$ cat src/rtl/microsequencer.sv
// microsequencer: control-state register with next-state select, one-level return register and bounded MOC wait
module microsequencer #(
  parameter int STATE_W = 10,
  parameter logic [STATE_W-1:0] FETCH_STATE = 10'd1,
  parameter logic [STATE_W-1:0] UNDEF_STATE = 10'd2,
  parameter logic [STATE_W-1:0] FAULT_STATE = 10'd3,
  parameter int MOC_TIMEOUT = 16
) (
  input  logic               clk,
  input  logic               reset,
  input  logic [STATE_W-1:0] decoder_state,
  input  logic [2:0]         ns_sel,
  input  logic [STATE_W-1:0] cr_addr,
  input  logic               cond_true,
  input  logic               moc,
  output logic [STATE_W-1:0] state,
  output logic [STATE_W-1:0] ret_state,
  output logic               waiting,
  output logic               mem_fault
);
  localparam logic [7:0] LAST = 8'(MOC_TIMEOUT - 1);
  logic [7:0] cnt;
  logic [STATE_W-1:0] inc, nxt;
  logic memwait, tmo;
  always_comb begin
    inc = state + STATE_W'(1);
    memwait = ns_sel == 3'd4;
    tmo = memwait && !moc && cnt == LAST;
    nxt = ns_sel == 3'd0 ? (decoder_state == '0 ? UNDEF_STATE : decoder_state) :
          ns_sel == 3'd1 ? inc :
          ns_sel == 3'd2 ? cr_addr :
          ns_sel == 3'd3 ? (cond_true ? cr_addr : inc) :
          ns_sel == 3'd4 ? (moc ? inc : tmo ? FAULT_STATE : state) :
          ns_sel == 3'd5 ? cr_addr :
          ns_sel == 3'd6 ? ret_state : FETCH_STATE;
  end
  assign waiting = memwait && !moc && !reset;
  always_ff @(posedge clk) begin
    if (reset) begin
      state <= '0;
      ret_state <= '0;
      cnt <= '0;
      mem_fault <= 1'b0;
    end else begin
      state <= nxt;
      ret_state <= ns_sel == 3'd5 ? inc : ret_state;
      cnt <= (memwait && !moc && !tmo) ? cnt + 8'd1 : '0;
      mem_fault <= tmo;
    end
  end
endmodule
$ cat config.mk
export PLATFORM = sky130hd
export DESIGN_NAME = microsequencer
export DESIGN_NICKNAME = d
export VERILOG_FILES = /design/src/rtl/microsequencer.sv
export SDC_FILE = /design/constraint.sdc
export NUM_CORES = 1
export LEC_CHECK = 0
export CAP_MARGIN = 15
export CORE_MARGIN = 2
export CORE_UTILIZATION = 31
export CTS_CLUSTER_SIZE = 8
export DETAILED_ROUTE_END_ITERATION = 6
export SLEW_MARGIN = 30
export SYNTH_ARGS = -nofsm -noshare
export SYNTH_HDL_FRONTEND = slang
export SYNTH_SLANG_ARGS = --single-unit
export TNS_END_PERCENT = 50
$ cat constraint.sdc
create_clock -name clk -period 5.7 [get_ports clk]
set_clock_uncertainty 0.05 [all_clocks]
set_input_delay 1.71 -clock clk [delete_from_list [all_inputs] [get_ports clk]]
set_output_delay 1.71 -clock clk [all_outputs]
set_load 0.05 [all_outputs]
Word level (Yosys, flattened, before mapping)
Index checks and enable logic that the tools add are counted.
{ "totals": {"inputBits": 27, "wordCells": 36, "output_inout_bits": 22, "reg_bits": 29} }
{ "op_classes": {"n_reduce_logical": 10, "muxes": 11, "bitwise": 1, "addsub": 2, "n_eq_ne": 8} }
{ "ops": {"columns": ["operator", "n"], "rows": [
  ["2-to-1 mux 10 bit", 11],
  ["adder 10 x 1 -> 10 bit (second input constant)", 1],
  ["logical NOT 10 bit", 1],
  ["equality test 3 bit (second input constant)", 3],
  ["adder 8 x 1 -> 8 bit (second input constant)", 1],
  ["equality test 8 x 4 -> 1 bit (second input constant)", 1],
  ["inequality test 7 x 2 -> 1 bit (second input constant)", 1],
  ["equality test 3 x 2 -> 1 bit (second input constant)", 2],
  ["logical AND 1 bit", 4],
  ["equality test 3 x 1 -> 1 bit (second input constant)", 1],
  ["logical NOT 1 bit", 3],
  ["logical NOT 3 bit", 1],
  ["OR reduction 2 bit", 1],
  ["NOT 1 bit", 1]
]} }

Logic depth before layout (Yosys ltp)
Gate-level depths: netlist of the first run.
{ "logic_depth": {"depth_word": 10, "ltp_mapped": 8, "depth_no_buf": 6} }

Worst setup path before layout of the first run
OpenSTA, ideal clock, no wires.
{ "synth_path": {"path_type": "input -> output", "from": "input ns_sel[0]", "to": "output waiting", "setup_slack_ns": 1.252, "t_arrival_ns": 2.688, "path_stages": 4, "path_cell_list": "buf_2 -> nor4b_1 -> nand2b_1 -> inv_1"} }
{ "synth_via": {"elab_chain_cells": 3} }
{ "synth_lines": {"columns": ["item", "line", "rtl"], "rows": [
  ["from (decl)", "12", "input logic [2:0] ns_sel,"],
  ["equality test 3 bit", "27", "memwait = ns_sel == 3'd4;"],
  ["logical AND 1 bit (2 in a row)", "37", "assign waiting = memwait && !moc && !reset;"],
  ["to (decl)", "18", "output logic waiting,"]
]} }
Every way passes these cells.

Worst setup path after layout of the first run
{ "layout_path": {"from": "input moc", "to": "output waiting"} }
{ "layout_via": {"elab_chain_cells": 3} }
{ "layout_lines": {"columns": ["item", "line", "rtl"], "rows": [
  ["from (decl)", "15", "input logic moc,"],
  ["logical NOT 1 bit", "37", null],
  ["logical AND 1 bit (2 in a row)", "37", null]
]} }
Every way passes these cells.

==> flow_metrics.tcl, run 1 <==
set metrics [dict create \
    numCtsBuffers 5 \
    synthTopCellsByCount "dfxtp_1 (29), nor2_1 (29), o21ai_0 (18)" \
    highest_layer "met4" \
    routed_via_density 5.745 \
    cts_tree "built" \
    rows 28 \
    outcome "finished, final reports clean" \
    netlist_area_um2 1896 \
    finalMaxSlewViolations 0 \
    fin_crit_sh_pct 84.84 \
    wl_per_cell_um 16.45 \
    seq_area_frac_synth_pct 30.63 \
    area_growth_pct 34.26 \
    grt_max_degree 31 \
    grt_use_total_pct 18.12 \
    finalSetupViolations 0 \
    clock_path_buffers 2 \
    tns_ns 0 \
    route.met2.wl_mm 2.627 \
    finalNonFillerCells 364 \
    grt-ovfl-total 0 \
    utilization_pct 42.98 \
    ctsHoldBuffers 0 \
    maxSlewHeadroom_pct 46.44 \
    die_w_um 82.20 \
    die_area_um2 6756 \
    ys.flop_type "dfxtp_1" \
    cp.required_ns 3.94 \
    wl_met1_mm 2.719 \
    rsz0062_at_grt "no" \
    critPathKind "input port to output port" \
    nNetsFinal 317 \
    die_y_um 82.20 \
    ctsResizeCount 0 \
    hold_viol 0 \
    coreArea_um2 5921 \
    max-cap-violations 0 \
    grt_antenna_before_repair 0 \
    firstDrtPassIters 4 \
    ff2ff_path_depth 5 \
    io_pins 49 \
    synth_warnings 0 \
    synth_area_per_cell_um2 7.801 \
    drive_gt1_share_pct 6.228 \
    start_util_pct 32.02 \
    clock_latency_ns 0.29 \
    place.gp.congestion 0.8951 \
    period_needed_ns 4.836 \
    placed_cell_area_um2 2454 \
    wl_met3_um 496 \
    worstPathArrival_ns 3.08 \
    diodes 0 \
    num_vias 2091 \
    drc 0 \
    synth.top_cell.area_share_pct 30.63 \
    clock-root-buffer "clkbuf_8" \
    cts-htree-levels 2 \
    stdcell_area_um2 2545 \
    cp_max_fo 5 \
    irDropWorstVdd_v 0.00008996 \
    grt_pass1_wl_mm 9.266 \
    postCtsSetupBuffers 0 \
    cts_num_sinks 29 \
    synthTopCellsByArea "dfxtp_1 (31%), nor2_1 (5.7%), a211oi_1 (5.1%), o21ai_0 (4.8%), a21oi_1 (3.7%)" \
    synth_top_area_cell "dfxtp_1" \
    leakage_nw 0.8553 \
    drtIter0Drc 178 \
    holdPathStages 1 \
    dp_hpwl_mm 4.302 \
    io_buffers 48 \
    power.density_nw_per_um2 214.8 \
    synthCells 243 \
    dp.cells 356 \
    fmax_ghz 0.2068 \
    drt_wl_total_mm 5.988 \
    worst_setup_path_start_kind "input port" \
    grt_pass1_vias 1818 \
    ys_seq_elements 29 \
    worst_pin_slew_ns 0.7972 \
    hold_ws_ns 0.3869 \
    async_flop_share_pct 0 \
    endpoint_kind "output port" \
    ant_nets 0 \
    hold_class "flop to flop" \
    synth.distinct_cells 51 \
    synth_edf_count 0 \
    clk_pin_slew_worst_paths_ns 0.07 \
    synth_nets 272 \
]
## layout by cell type, fill, tap and decap left out, types with 4 or more instances in the layout
master	count
o21ai_0	18
xor2_1	8
nand2b_1	7
nand2_1	11
nand3_1	10
dfxtp_1	29
clkdlybuf4s50_1	47
nor2_1	29
and3_1	5
inv_1	11
a21oi_1	14
a211oi_1	13
xnor2_1	4
clkbuf_8	5
a221oi_1	7
buf_4	5
nor2b_1	7
## power breakdown
group / internal, mW / total (mW) / switching, mW / leakage [nW]
Combinational: 0.0615 / 0.148 / 0.0866 / 0.582
Clock: 0.0855 / 0.175 / 0.0890 / 0.0364
Sequential: 0.212 / 0.224 / 0.0123 / 0.237
Total: 0.359 / 0.547 / 0.188 / 0.855
## worst paths after layout
path | start | to | slack (ns)
worst min register to register | cnt[0] | cnt[0] | 0.39
worst max register to register | cnt[4] | state[6] | 3.37
worst min-delay path | cnt[0] | cnt[0] | 0.39
worst max-delay path | moc | waiting | 0.86
## layer usage
layer,track usage [%],vias up
met1,24.82,967
met4,7.333,0
met5,0,-
li1,-,1005
met3,3.804,15
met2,27.58,104
## sequential cells by signal (all words and copies together), names as in the netlist
name       flops
mem_fault      1
cnt            8
state         10
ret_state     10
## layout make-up
class	count	area, µm²
flip-flops and latches	29	580.6
well taps	75	93.84
clock buffers	5	68.82
multi-input cells	188	1210
clock inverters	3	22.52
fillers	603	3376
repair buffers	53	528.0
inverters	11	41.29
## worst max-delay path, cell delays in order
cell and delay, ns:
clkdlybuf4s50_1 0.51, nor4b_1 0.37, nand2b_1 0.15, inv_1 0.17
buf_12 0.16
## cell families (layout without fill, tap and decap cells)
group / after synthesis / after routing / synth area share (%)
xor gates and xnor gates: 12 / 12 / 5.545
adders and majority gates: 2 / 2 / 1.320
DFF: 29 / 29 / 30.63
and+or+nand+nor: 87 / 87 / 23.76
muxes: 3 / 3 / 1.650
AOI/OAI and AO/OA: 84 / 84 / 31.55
buffers and inverters: 26 / 72 / 5.545
## metrics by stage
step / total power, mW / setup WS, ns
after global routing: 0.5746 / 0.7326
after floorplan: 0.3173 / 1.252
after detailed placement: 0.3753 / 0.8730
after global placement: 0.3749 / 0.8790
final: 0.5468 / 0.8644
after CTS: 0.5536 / 0.8566
No activity file was read; power rests on OpenSTA's default activity.
==> run 2: changes to the inputs <==
Clock period 5.7 ns to 4.2 ns, I/O delays scaled along.
==> run 2 against run 1 <==
Net effect: sequential cell count unchanged; global-route usage up 1.1 points; critical path type unchanged; register-to-register slack worse by 1.3 ns; setup slack worse by 0.65 ns; largest power group unchanged; utilization up 0.46 points; power up 43%; first-iteration DRC count up 3.9%; sequential power up 36%; design area up 1.1%; wire length up 1.1%.
==> flow_metrics.tcl, run 2 (synthesized netlist as in run 1, its figures left out) <==
set metrics [dict create \
    die_y_um 82.20 \
    power.density_nw_per_um2 303.9 \
    critPathKind "input port to output port" \
    worst_setup_path_start_kind "input port" \
    nNetsFinal 319 \
    num_vias 2049 \
    numCtsBuffers 5 \
    critical_path.startpoint "moc" \
    clock-root-buffer "clkbuf_8" \
    rows 28 \
    finalMaxSlewViolations 0 \
    cp_max_fo 5 \
    p_total_mw 0.7819 \
    cts-htree-levels 2 \
    routed_via_density 5.614 \
    rsz0062_at_grt "no" \
    hold_viol 0 \
    drt_wl_total_mm 6.056 \
    period_needed_ns 3.987 \
    clock_latency_ns 0.27 \
    cts_num_sinks 29 \
    leakage_nw 0.8836 \
    io_buffers 48 \
    r2r-start "cnt[4]" \
    maxSlewHeadroom_pct 45.35 \
    die_w_um 82.20 \
    reg_top3 "ret_state x10, state x10, cnt x8" \
    hold_ws_ns 0.3977 \
    worst_pin_slew_ns 0.8135 \
    ctsHoldBuffers 0 \
    io_pins 49 \
    mostFrequentLayoutCells "clkdlybuf4s50_1 (47), nor2_1 (29), dfxtp_1 (29)" \
    cts_tree "built" \
    grt_max_degree 31 \
    wl_per_cell_um 16.59 \
    final_common_cell "clkdlybuf4s50_1" \
    ctsResizeCount 0 \
    clock_path_buffers 2 \
    finalSetupViolations 0 \
    fmax_ghz 0.2508 \
    die_area_um2 6756 \
    max-cap-violations 0 \
    outcome "finished, final reports clean" \
    irDropWorstVdd_v 0.0001674 \
    grt_pass1_vias 1941 \
    worstPathArrival_ns 2.68 \
    ant_nets 0 \
    coreArea_um2 5921 \
    cp.required_ns 2.89 \
    drive_gt1_share_pct 6.552 \
    dp_hpwl_mm 4.522 \
    area_growth_pct 35.71 \
    start_util_pct 32.02 \
    grt-ovfl-total 0 \
    endpoint_kind "output port" \
    worstHoldStart "cnt[0]" \
    firstDrtPassIters 5 \
    fin_crit_sh_pct 94.94 \
    diodes 0 \
    drc 0 \
    tns_ns 0 \
    grt_antenna_before_repair 0 \
    drtIter0Drc 185 \
    place.gp.congestion 0.9215 \
    postCtsSetupBuffers 0 \
    grt_pass1_wl_mm 9.880 \
    clk_pin_slew_worst_paths_ns 0.06 \
    hold_class "flop to flop" \
    grt_use_total_pct 19.20 \
]
run 2: cell types whose count changed in the layout (fill, tap and decap cells not counted):
cell | before | now
bufinv_16 | 0 | 1
clkinvlp_4 | 3 | 0
buf_4 | 5 | 7
clkinv_2 | 0 | 1
run 2: metrics by stage:
| stage | area [µm²] | util, % | worst slack [ns] | instances |
|---|---|---|---|---|
| CTS | 2572 | 43.45 | 0.2247 | 365 |
| detailed placement | 2469 | 41.69 | 0.2525 | 358 |
| floorplan | 1896 | - | 0.6515 | 243 |
| finish | 2572 | 43.45 | 0.2125 | 365 |
| global placement | 2469 | 41.69 | 0.2765 | 358 |
| global route | 2572 | 43.45 | 0.08342 | 365 |
run 2: final cells by class:
cell class              count  area [µm²]
clock buffers               5       68.82
fillers                   607        3348
multi-input cells         188        1210
clock inverters             2       35.03
inverters                  11       41.29
well taps                  75       93.84
flip-flops and latches     29       580.6
repair buffers             55       543.0
run 2: per-layer routing:
layer  global-route usage, %  wire length [µm]  vias to the layer above
met5                       0                 0                        -
met4                   5.667               125                        0
met3                   3.696               356                       10
met2                   31.13              2768                       66
met1                   25.76              2805                      962
li1                        -                 -                     1011
run 2: path summary, 6_finish.rpt:
kind              cells after the start  endpoint  slack (ns)
setup / recovery                      5   waiting        0.21
hold / removal                        1    cnt[0]        0.40
setup reg to reg                      6  state[6]        2.05
hold reg to reg                       1    cnt[0]        0.40
run 2: where the power goes:
group          leakage (nW)  internal [mW]  switching, mW  total (mW)
logic                 0.593         0.0843          0.118       0.202
registers             0.237          0.288         0.0160       0.304
clock network        0.0540          0.172          0.104       0.276
run 2: critical path: stages:
cell,delay (ns)
clkdlybuf4s50_1,0.52
nor4b_1,0.40
nand2b_1,0.15
inv_1,0.19
buf_12,0.16
==> run 3: changes to the inputs <==
Settings changed: SKIP_CTS_REPAIR_TIMING set to 1.
==> results of run 3 <==
Final layout, timing and power as in run 2 (identical DEF).
